--- src/rtl/att_token_feeder.sv ---
// rtl/att_token_feeder.sv - replays an HW-token activation/bias sequence into the attention core
`timescale 1ns/1ps
module att_token_feeder #(
    parameter int ATT_WIDTH = 8,
    parameter int HW        = 16,
    parameter int PASSES    = 2,
    parameter int ADDR_W    = 10
) (
    input  logic                 clk,
    input  logic                 rstn,
    input  logic                 start,
    input  logic [ADDR_W-1:0]    base_addr,
    output logic                 busy,
    output logic                 done,
    output logic                 act_rd,
    output logic [ADDR_W-1:0]    act_addr,
    input  logic [ATT_WIDTH-1:0] act_rdata,
    input  logic [ATT_WIDTH-1:0] bias_rdata,
    input  logic                 att_stall,
    output logic                 att_en,
    output logic [ATT_WIDTH-1:0] i_att,
    output logic [ATT_WIDTH-1:0] att_bias,
    output logic                 att_last
);

    localparam int TOK_W  = $clog2(HW);
    localparam int PASS_W = (PASSES > 1) ? $clog2(PASSES) : 1;

    typedef enum logic [2:0] {IDLE, RUN, GAP, FLUSH, DONE} state_t;

    state_t                state_q, state_d;
    logic [TOK_W-1:0]      tok_q, tok_d;
    logic [PASS_W-1:0]     pass_q, pass_d;
    logic [ADDR_W-1:0]     base_q, base_d;

    logic                  rd_valid_q, rd_valid_d;
    logic                  rd_last_q, rd_last_d;

    logic                  skid_valid_q, skid_valid_d;
    logic [ATT_WIDTH-1:0]  skid_act_q, skid_act_d;
    logic [ATT_WIDTH-1:0]  skid_bias_q, skid_bias_d;
    logic                  skid_last_q, skid_last_d;

    logic                  att_en_q, att_en_d;
    logic [ATT_WIDTH-1:0]  i_att_q, i_att_d;
    logic [ATT_WIDTH-1:0]  att_bias_q, att_bias_d;
    logic                  att_last_q, att_last_d;

    logic                  rd_issue;
    logic                  tok_last;

    // A read is only issued when the returning word is guaranteed a home:
    // not stalled now (output stage will drain) and the skid is free.
    assign rd_issue = (state_q == RUN) && !att_stall && !skid_valid_q;
    assign tok_last = (tok_q == TOK_W'(HW - 1));

    always_comb begin
        state_d = state_q;
        tok_d   = tok_q;
        pass_d  = pass_q;
        base_d  = base_q;
        case (state_q)
            IDLE: begin
                if (start) begin
                    state_d = RUN;
                    base_d  = base_addr;
                    tok_d   = '0;
                    pass_d  = '0;
                end
            end
            RUN: begin
                if (rd_issue) begin
                    tok_d = tok_last ? '0 : tok_q + TOK_W'(1);
                    if (tok_last) begin
                        state_d = (pass_q == PASS_W'(PASSES - 1)) ? FLUSH : GAP;
                    end
                end
            end
            GAP: begin
                pass_d  = pass_q + PASS_W'(1);
                tok_d   = '0;
                state_d = RUN;
            end
            FLUSH: begin
                // Last token is either already gone or leaves the output stage this cycle.
                if (!skid_valid_q && !rd_valid_q && (!att_en_q || !att_stall)) begin
                    state_d = DONE;
                end
            end
            DONE: begin
                state_d = IDLE;
            end
            default: begin
                state_d = IDLE;
            end
        endcase
    end

    always_comb begin
        rd_valid_d   = rd_issue;
        rd_last_d    = rd_issue && tok_last;
        skid_valid_d = skid_valid_q;
        skid_act_d   = skid_act_q;
        skid_bias_d  = skid_bias_q;
        skid_last_d  = skid_last_q;
        att_en_d     = att_en_q;
        i_att_d      = i_att_q;
        att_bias_d   = att_bias_q;
        att_last_d   = att_last_q;
        if (!att_stall) begin
            if (skid_valid_q) begin
                att_en_d     = 1'b1;
                i_att_d      = skid_act_q;
                att_bias_d   = skid_bias_q;
                att_last_d   = skid_last_q;
                skid_valid_d = 1'b0;
            end else if (rd_valid_q) begin
                att_en_d   = 1'b1;
                i_att_d    = act_rdata;
                att_bias_d = bias_rdata;
                att_last_d = rd_last_q;
            end else begin
                att_en_d   = 1'b0;
                att_last_d = 1'b0;
            end
        end else if (rd_valid_q) begin
            // Skid is always empty here: a read is never issued while it is full.
            skid_valid_d = 1'b1;
            skid_act_d   = act_rdata;
            skid_bias_d  = bias_rdata;
            skid_last_d  = rd_last_q;
        end
    end

    always_ff @(posedge clk or negedge rstn) begin
        if (!rstn) begin
            state_q      <= IDLE;
            tok_q        <= '0;
            pass_q       <= '0;
            base_q       <= '0;
            rd_valid_q   <= 1'b0;
            rd_last_q    <= 1'b0;
            skid_valid_q <= 1'b0;
            skid_act_q   <= '0;
            skid_bias_q  <= '0;
            skid_last_q  <= 1'b0;
            att_en_q     <= 1'b0;
            i_att_q      <= '0;
            att_bias_q   <= '0;
            att_last_q   <= 1'b0;
        end else begin
            state_q      <= state_d;
            tok_q        <= tok_d;
            pass_q       <= pass_d;
            base_q       <= base_d;
            rd_valid_q   <= rd_valid_d;
            rd_last_q    <= rd_last_d;
            skid_valid_q <= skid_valid_d;
            skid_act_q   <= skid_act_d;
            skid_bias_q  <= skid_bias_d;
            skid_last_q  <= skid_last_d;
            att_en_q     <= att_en_d;
            i_att_q      <= i_att_d;
            att_bias_q   <= att_bias_d;
            att_last_q   <= att_last_d;
        end
    end

    assign act_rd   = rd_issue;
    assign act_addr = base_q + ADDR_W'(tok_q);
    assign busy     = (state_q != IDLE);
    assign done     = (state_q == DONE);
    assign att_en   = att_en_q;
    assign i_att    = i_att_q;
    assign att_bias = att_bias_q;
    assign att_last = att_last_q;

endmodule

--- config.mk ---
export PLATFORM = sky130hd
export DESIGN_NAME = att_token_feeder
export DESIGN_NICKNAME = d
export VERILOG_FILES = /design/src/rtl/att_token_feeder.sv
export SDC_FILE = /design/constraint.sdc
export NUM_CORES = 1
export LEC_CHECK = 0
export ABC_CLOCK_PERIOD_IN_PS = 2800
export CAP_MARGIN = 10
export CORE_ASPECT_RATIO = 1.75
export CORE_MARGIN = 4
export CORE_UTILIZATION = 54
export DETAILED_ROUTE_END_ITERATION = 7
export MAX_ROUTING_LAYER = met4
export PLACE_DENSITY = 0.95
export SLEW_MARGIN = 40
export SYNTH_ARGS = -nofsm -noshare
export SYNTH_HDL_FRONTEND = slang
export SYNTH_SLANG_ARGS = --single-unit
--- constraint.sdc ---
create_clock -name clk -period 2.8 [get_ports clk]
set_clock_uncertainty 0.1 [all_clocks]
set_input_delay 0.42 -clock clk [delete_from_list [all_inputs] [get_ports clk]]
set_output_delay 0.42 -clock clk [all_outputs]
set_load 0.005 [all_outputs]
[Word level (Yosys, flattened, before mapping)]
Cells that the tools add are included.
Storage, ports and cells
  bits in registers: 56
  latch bits: 0
  RAM bits: 0
  ROM bits: 0
  output and inout bits: 31
  memories: 0
Operators by class
  $add $sub $neg: 3
  multipliers: 0
  divide/modulo/power cells: 0
  $lt $le $gt $ge: 0
  equality and inequality tests: 10
  shift-type cells: 0
  muxes and demuxes: 22
  bitwise operators: 1
  reductions and logical operators: 21
Operators by type and width (number)
  $mux W8: 4
  $mux W3: 4
  $mux W4: 3
  $pmux W3 S4: 1
  $pmux W4 S3: 1
  $add A10 B4 Y10: 1
  $mux W1: 8
  $ne A2 B2 Y1 const B: 4
  $reduce_and A2 Y1: 4
  $eq A3 B2 Y1 const B: 2
  $reduce_bool A3 Y1: 2
  $logic_and A1 B1 Y1: 5
  $add A4 B1 Y4 const B: 1
  $eq A4 B4 Y1 const B: 1
  $logic_not A1 Y1: 4
  $reduce_and A4 Y1: 1
  $reduce_bool A2 Y1: 2
  $eq A3 B1 Y1 const B: 1
  $eq A3 B3 Y1 const B: 1
  $logic_not A3 Y1: 1
  $reduce_and A3 Y1: 1
  $ne A2 B1 Y1 const B: 1
  $pmux W1 S2: 1
  $add A1 B1 Y1 const B: 1
  2 further kinds: 2

[Logic depth before layout (Yosys ltp)]
Gate-level depths: netlist of run 1.
  word-level depth: 5
  depth in mapped cells: 5
  mapped depth without buffers: 5

[Least setup slack after synthesis of run 1]
OpenSTA, ideal clock, no wires.
  kind: reg-to-output
  start point: register tok_q[0]
  end point: output act_addr[8]
  arrival: 1.387 ns
  slack: 0.893 ns
  stages on the path, launching flop included: 6
  path buffers: 0
  path through: dfrtp_1 ha_1 fa_1 nand3_1 a21oi_1 xnor2_1
On the way
  cells in the longest elaborated chain, start to end: 1
RTL lines
  start, declared: line 32  | logic [TOK_W-1:0] tok_q, tok_d;
  start signal, assigned: line 153  | tok_q <= tok_d;
  $add A10 B4 Y10: line 170  | assign act_addr = base_q + ADDR_W'(tok_q);
  end, declared: line 16  | output logic [ADDR_W-1:0] act_addr,
Every way passes these cells.

[Final worst setup path of run 1]
  start point: register tok_q[0]
  end point: output act_addr[4]
Same word-level chain as after synthesis.

==> run_results.csv, run 1 <==
group,metric,value,unit
placed_design,place_ws,0.2808,ns
clock_network,cts_tree,"yes",
final_layout,area_delta_synth_final,30.89,%
timing,fmax,0.3720,GHz
final_layout,drive_above_1_share,19.33,%
route,wl,5.562,mm
route,drcViolationCount,0,
floorplanning,die-area,6201,sq um
yosys,ys_async_sr_fraction,100.0,%
placed_design,dp_cells,342,
yosys,yosys_warnings,0,
floorplanning,num_rows,33,
final_layout,fin_nets,335,
route,detail_route.wl_per_cell,15.80,microns
final_layout,final_common_cell,"clkdlybuf4s50_1",
yosys,synthFlopType,"dfrtp_1",
min_path,hold_path_startpoint,"att_bias[0]$_DFFE_PN0P_",
final_layout,post-route-util,73.91,%
timing,fin_crit,2.688,ns
route,antenna_left,0,
yosys,synth-adder-area-share,3.080,%
timing,setup_violations,0,
clock_network,cts_num_sinks,56,
global_routing,grt_pass1_vias,2124,
clock_network,clkLatencyLatePin,0.30,ns
yosys,muxShareOfSynthArea,17.22,%
placed_design,port_buffers,60,
yosys,yosys.area.top_type_share,52.26,%
global_routing,track_usage,20.29,%
global_routing,grtUsageMet3,3.316,%
route,vias,1982,
route,drtIter0Drc,58,
yosys,ys_ff_latch,56,
placed_design,detailed_place_hpwl,4.191,mm
flow_run,drv_cap,0,
yosys,avgSynthCellArea,11.31,sq um
yosys,yosys-top-cells-area,"dfrtp_1 52%, mux2_2 10%, mux2i_1 6.7%",
yosys,synth_xor_area_share,1.960,%
floorplanning,die_h,101.2,microns
yosys,synth_nets,273,
yosys,synth-compound-area-share,10.92,%
clock_network,clk_pin_slew,0.10,ns
clock_network,cts_inserted_buffers,5,
global_routing,grt_start_max_net_pins,34,
min_path,hold_class,"reg -> reg",
setup_path,r2r_end,"tok_q[3]$_DFFE_PN0P_",
final_layout,nFillCells,313,
setup_path,critPathArrivalTime,2.17,ns
setup_path,r2r-start,"skid_valid_q$_DFFE_PN0P_",
route,drt_pre_antenna_iters,4,
global_routing,antenna_found_initial,0,
global_routing,grt_pass1_wl,9.432,mm
outcome,status,"finished clean",
final_layout,layout_common_cells,"57 x clkdlybuf4s50_1, 55 x dfrtp_1, 30 x nand2_1, 25 x mux2_2, 24 x o21ai_0",
yosys,yosys.area_share.simple,11.34,%
timing,finalHoldViolCount,0,
power_and_ir_drop,vdd.ir_drop.worst,0.9740,mV
power_and_ir_drop,leakage,1.530,nW
global_routing,grtUsageMet1,23.70,%
setup_path,rr_worst_depth,4,
global_routing,grtUsageMet2,34.26,%
placed_design,gp_congestion,0.8206,
timing,worst_slack,0.1115,ns
route,drt-vias-per-instance,5.631,
final_layout,seqCellArea,1403,sq um
min_path,holdPathEnd,"att_bias[0]$_DFFE_PN0P_",
timing,period_share,96.02,%
timing,rsz0062_at_grt,"false",
yosys,synth-edff-count,0,
clock_network,clockBufferDepth,2,
yosys,mappedNetlistArea,2681,sq um
final_layout,multi_input_area,1249,sq um
setup_path,worst-path-max-fanout,3,
setup_path,endpoint_kind,"output port",
yosys,synth_cells,237,
timing,drv_slew,0,
min_path,hold_depth,2,
setup_path,crit_path_start_kind,"flop",
setup_path,crit_type,"reg -> out",
timing,maxSlewHeadroom,57.25,%
global_routing,top_usage_layer,"met2",
final_layout,fin_cells,352,
floorplanning,die-width,61.27,microns
power_and_ir_drop,power_density,1105,nW/um^2
yosys,yosysUniqueCellTypes,45,
floorplanning,placeableCoreArea,4748,sq um
clock_network,h-tree-depth,2,
global_routing,globalRouteOverflowTotal,0,
timing,worstMarginPinSlew,0.6395,ns
clock_network,cts-root-buf,"clkbuf_8",
yosys,synth_top_cell_by_area,"dfrtp_1",
floorplanning,io_pins,61,
yosys,synth_top_family_by_area,"multiplexers",
setup_path,r2r_slack,0.87,ns
floorplanning,start_util,56.47,%
timing,fin_tns_setup,0,ns
final_layout,antenna_cells,0,
yosys,seq_area_frac_synth,52.26,%
setup_path,cp.required,2.28,ns
==> cell families after synthesis <==
family	Yosys count
buffers and inverters	21
XOR/XNOR	6
adder cells (fa/ha/maj)	6
flip-flops	56
multiplexers	43
AO/OA/AOI/OAI	45
AND/OR/NAND/NOR	60
==> cell usage after synthesis (2+ instances only) <==
cell type / instances
nor3_1: 3
clkbuf_1: 8
nand2_1: 30
a21oi_1: 5
o21ai_0: 24
mux2i_1: 18
buf_2: 5
nor2b_1: 3
inv_1: 7
dfrtp_1: 56
nor2_1: 4
mux2_2: 25
nor3b_1: 2
o211ai_1: 2
or3_1: 3
ha_1: 5
xnor2_1: 3
xor2_1: 3
nand3_1: 5
==> metrics by stage <==
step	total power, mW	hold WS (ns)	area [sq um]
3_5_place_dp	3.336	0.3138	3346
6_report	3.879	0.3876	3510
5_1_grt	4.188	0.4259	3510
3_3_place_gp	3.226	0.3119	3338
4_1_cts	3.820	0.3949	3460
2_1_floorplan	2.433	0.02441	2681
==> routing by layer <==
layer | wire length [microns] | vias to the layer above | part of all wire (%)
met4 | 109 | 0 | 2.0
met3 | 243 | 10 | 4.4
met5 | 0 | - | 0
met1 | 2275 | 950 | 41
met2 | 2933 | 62 | 53
li1 | - | 960 | -
==> registers in the layout (all words and copies together) (netlist names) <==
register and cells:
att_bias 8, att_en 1, att_last 1, base_q 10, i_att 8, pass_q 1, rd_last_q 1, rd_valid_q 1
skid_act_q 8, skid_bias_q 8, skid_last_q 1, skid_valid_q 1, state_q 3, tok_q 4
==> critical path: stages (launching register included) <==
cell             delay (ns)
dfrtp_1                0.41
ha_2                   0.22
fa_2                   0.37
nand3_2                0.13
nand2_1                0.09
xnor2_1                0.15
clkdlybuf4s50_1        0.52
==> where the power goes <==
group          leakage [nW]  internal, mW  switching (mW)
sequential            0.683          1.17           0.314
combinational         0.796          1.17           0.764
clock                0.0516         0.203           0.257
total                  1.53          2.54            1.34
==> how the worst max path moves through the flow <==
stage | from | end | slack [ns]
6_report | tok_q[0]$_DFFE_PN0P_ | act_addr[4] | 0.11
5_1_grt | tok_q[1]$_DFFE_PN0P_ | act_addr[7] | 0.001
4_1_cts | tok_q[1]$_DFFE_PN0P_ | act_addr[7] | 0.001
3_5_place_dp | tok_q[0]$_DFFE_PN0P_ | act_addr[6] | 0.28
3_3_place_gp | tok_q[0]$_DFFE_PN0P_ | act_addr[8] | 0.33
2_1_floorplan | tok_q[0]$_DFFE_PN0P_ | act_addr[8] | 0.89
==> area by class of cell <==
class,count,area share [%]
tap,52,1.854
clock inverter,2,0.3922
timing repair buffer,69,19.11
inverter,7,0.7487
sequential,56,39.96
clock buffer,6,2.353
multi-input combinational,160,35.58
==> repair_timing <==
action | 4_1_cts | 5_1_grt
endpoints found under the setup margin | 3 | 6
gates cloned | 0 | 0
buffers inserted | 0 | 1
hold buffers | 1 | 0
hold endpoints to repair | 21 | 0
resized for setup | 2 | 10
(Power assumes the default switching activity.)
==> run 2: changes to the inputs <==
--- a/config.mk
+++ b/config.mk
@@ -5,14 +5,14 @@
 export SDC_FILE = /design/constraint.sdc
 export NUM_CORES = 1
 export LEC_CHECK = 0
-export ABC_CLOCK_PERIOD_IN_PS = 2800
+export ABC_CLOCK_PERIOD_IN_PS = 2400
 export CAP_MARGIN = 10
 export CORE_ASPECT_RATIO = 1.75
 export CORE_MARGIN = 4
-export CORE_UTILIZATION = 54
+export CORE_UTILIZATION = 45
 export DETAILED_ROUTE_END_ITERATION = 7
 export MAX_ROUTING_LAYER = met4
-export PLACE_DENSITY = 0.95
+export PLACE_DENSITY = 0.87
 export SLEW_MARGIN = 40
 export SYNTH_ARGS = -nofsm -noshare
 export SYNTH_HDL_FRONTEND = slang
==> constraint.sdc (replaced) <==
create_clock -name clk -period 2.4 [get_ports clk]
set_clock_uncertainty 0.1 [all_clocks]
set_input_delay 0.36 -clock clk [delete_from_list [all_inputs] [get_ports clk]]
set_output_delay 0.36 -clock clk [all_outputs]
set_load 0.005 [all_outputs]
==> run 2 against run 1 <==
Effect of this change:
- the flow now finishes with violations (negative setup slack)
- largest cell class unchanged
- count of clock-buffer cells in the layout up 1
- sequential share of layout area fell by 1.2 points
- sequential power grew 13%
- cell area is 3.1% higher
- largest power group unchanged
==> run_results.csv, run 2 (synthesis gave the netlist of run 1 again) <==
group,metric,value,unit
outcome,status,"finished, violations left",
outcome,violations,"negative setup slack",
final_layout,top_register,"base_q",
floorplanning,die-width,66.35,microns
setup_path,cp.required,1.94,ns
timing,period_share,100.9,%
timing,finalHoldViolCount,0,
floorplanning,num_rows,37,
timing,fin_crit,2.423,ns
final_layout,final_common_cell,"dfrtp_1",
final_layout,area_delta_synth_final,34.90,%
timing,setup_violations,1,
timing,worst_slack,-0.02275,ns
final_layout,drive_above_1_share,22.58,%
route,antenna_left,0,
floorplanning,die_h,110.1,microns
final_layout,largest_register_ffs,10,
setup_path,crit_path_start_kind,"flop",
route,vias,2065,
final_layout,layout_common_cells,"55 x dfrtp_1, 50 x clkdlybuf4s50_1, 30 x nand2_1, 25 x mux2_2, 23 x o21ai_0",
global_routing,grt_start_max_net_pins,33,
final_layout,fin_cells,388,
power_and_ir_drop,power_density,1296,nW/um^2
setup_path,crit_type,"reg -> out",
final_layout,antenna_cells,0,
global_routing,track_usage,17.94,%
power_and_ir_drop,leakage,1.568,nW
floorplanning,placeableCoreArea,5833,sq um
route,detail_route.wl_per_cell,16.68,microns
power_and_ir_drop,vdd.ir_drop.worst,0.5468,mV
clock_network,cts_num_sinks,56,
placed_design,port_buffers,60,
clock_network,clkLatencyLatePin,0.30,ns
clock_network,clk_pin_slew,0.10,ns
clock_network,cts-root-buf,"clkbuf_8",
floorplanning,start_util,45.97,%
floorplanning,io_pins,61,
setup_path,critPathArrivalTime,1.96,ns
clock_network,h-tree-depth,2,
timing,drv_slew,0,
route,wl,6.470,mm
global_routing,grt_pass1_vias,2099,
final_layout,fin_nets,345,
placed_design,detailed_place_hpwl,4.352,mm
clock_network,clockBufferDepth,2,
setup_path,endpoint_kind,"output port",
route,drt_pre_antenna_iters,4,
placed_design,gp_congestion,0.8618,
final_layout,nFillCells,475,
timing,maxSlewHeadroom,65.00,%
global_routing,grt_pass1_wl,9.756,mm
floorplanning,die-area,7306,sq um
route,drcViolationCount,0,
route,drt-vias-per-instance,5.322,
timing,fmax,0.4128,GHz
timing,worstMarginPinSlew,0.5251,ns
route,drtIter0Drc,77,
global_routing,antenna_found_initial,0,
clock_network,cts_inserted_buffers,5,
clock_network,cts_tree,"yes",
setup_path,worst-path-max-fanout,3,
global_routing,globalRouteOverflowTotal,0,
min_path,hold_class,"reg -> reg",
placed_design,dp_cells,374,
flow_run,drv_cap,0,
final_layout,post-route-util,62.01,%
run 2: final cells by class:
class	instances	area, sq um	area share, %
clock buffer	7	86.33	2.387
timing repair buffer	79	732.0	20.24
multi-input combinational	160	1265	34.97
sequential	56	1403	38.78
inverter	7	26.28	0.7264
clock inverter	1	7.507	0.2075
tap	78	97.59	2.698
run 2: critical path, cell delays in order, from the launching register on:
cell and delay [ns]:
dfrtp_1 0.44, buf_4 0.17, fa_2 0.44, nand3_4 0.09
nand2_1 0.08, xnor2_1 0.17, dlygate4sd2_1 0.26
run 2: worst paths after layout:
| path | startpoint | end | slack, ns | depth (start not counted) |
|---|---|---|---|---|
| worst max-delay path | base_q[1]$_DFFE_PN0P_ | act_addr[4] | -0.02 | 6 |
| worst max register to register | skid_valid_q$_DFFE_PN0P_ | tok_q[3]$_DFFE_PN0P_ | 0.69 | 4 |
| worst min-delay path | i_att[1]$_DFFE_PN0P_ | i_att[1]$_DFFE_PN0P_ | 0.39 | 2 |
| max in group asynchronous | rstn | i_att[0]$_DFFE_PN0P_ | 1.09 | 3 |
| min in group asynchronous | rstn | state_q[2]$_DFFE_PN0P_ | 0.45 | 2 |
| worst min register to register | i_att[1]$_DFFE_PN0P_ | i_att[1]$_DFFE_PN0P_ | 0.39 | 2 |
run 2: metrics by stage:
stage | power (mW) | setup WS (ns) | hold WS [ns] | setup TNS [ns] | cell area [sq um]
2_1_floorplan | 2.839 | 0.5525 | -0.03559 | 0 | 2681
3_3_place_gp | 3.840 | 0.04748 | 0.2647 | 0 | 3416
3_5_place_dp | 3.953 | 0.007710 | 0.2701 | 0 | 3416
4_1_cts | 4.530 | -0.006526 | 0.4016 | -0.01030 | 3573
5_1_grt | 5.028 | -0.08757 | 0.4279 | -0.2318 | 3617
6_report | 4.688 | -0.02275 | 0.3918 | -0.02275 | 3617
run 2: timing repair:
item                                    4_1_cts  5_1_grt
pin swaps                                     0        3
hold buffers                                  1        0
hold endpoints to repair                     22        0
resized for setup                            17        8
endpoints found under the setup margin        8        7
setup buffers                                 2        3
run 2: metal layers:
metal	GRT usage [%]	up-vias	wire length, microns
met5	-	-	0
met4	6.831	0	185
met3	2.738	15	215
met2	32.76	54	3667
met1	19.11	1023	2401
li1	-	973	-
run 2: report_power, final:
part	total [mW]	leakage [nW]	internal [mW]	switching (mW)
Clock	0.532	0.0445	0.235	0.297
Sequential	1.69	0.683	1.37	0.319
Combinational	2.47	0.841	1.40	1.07
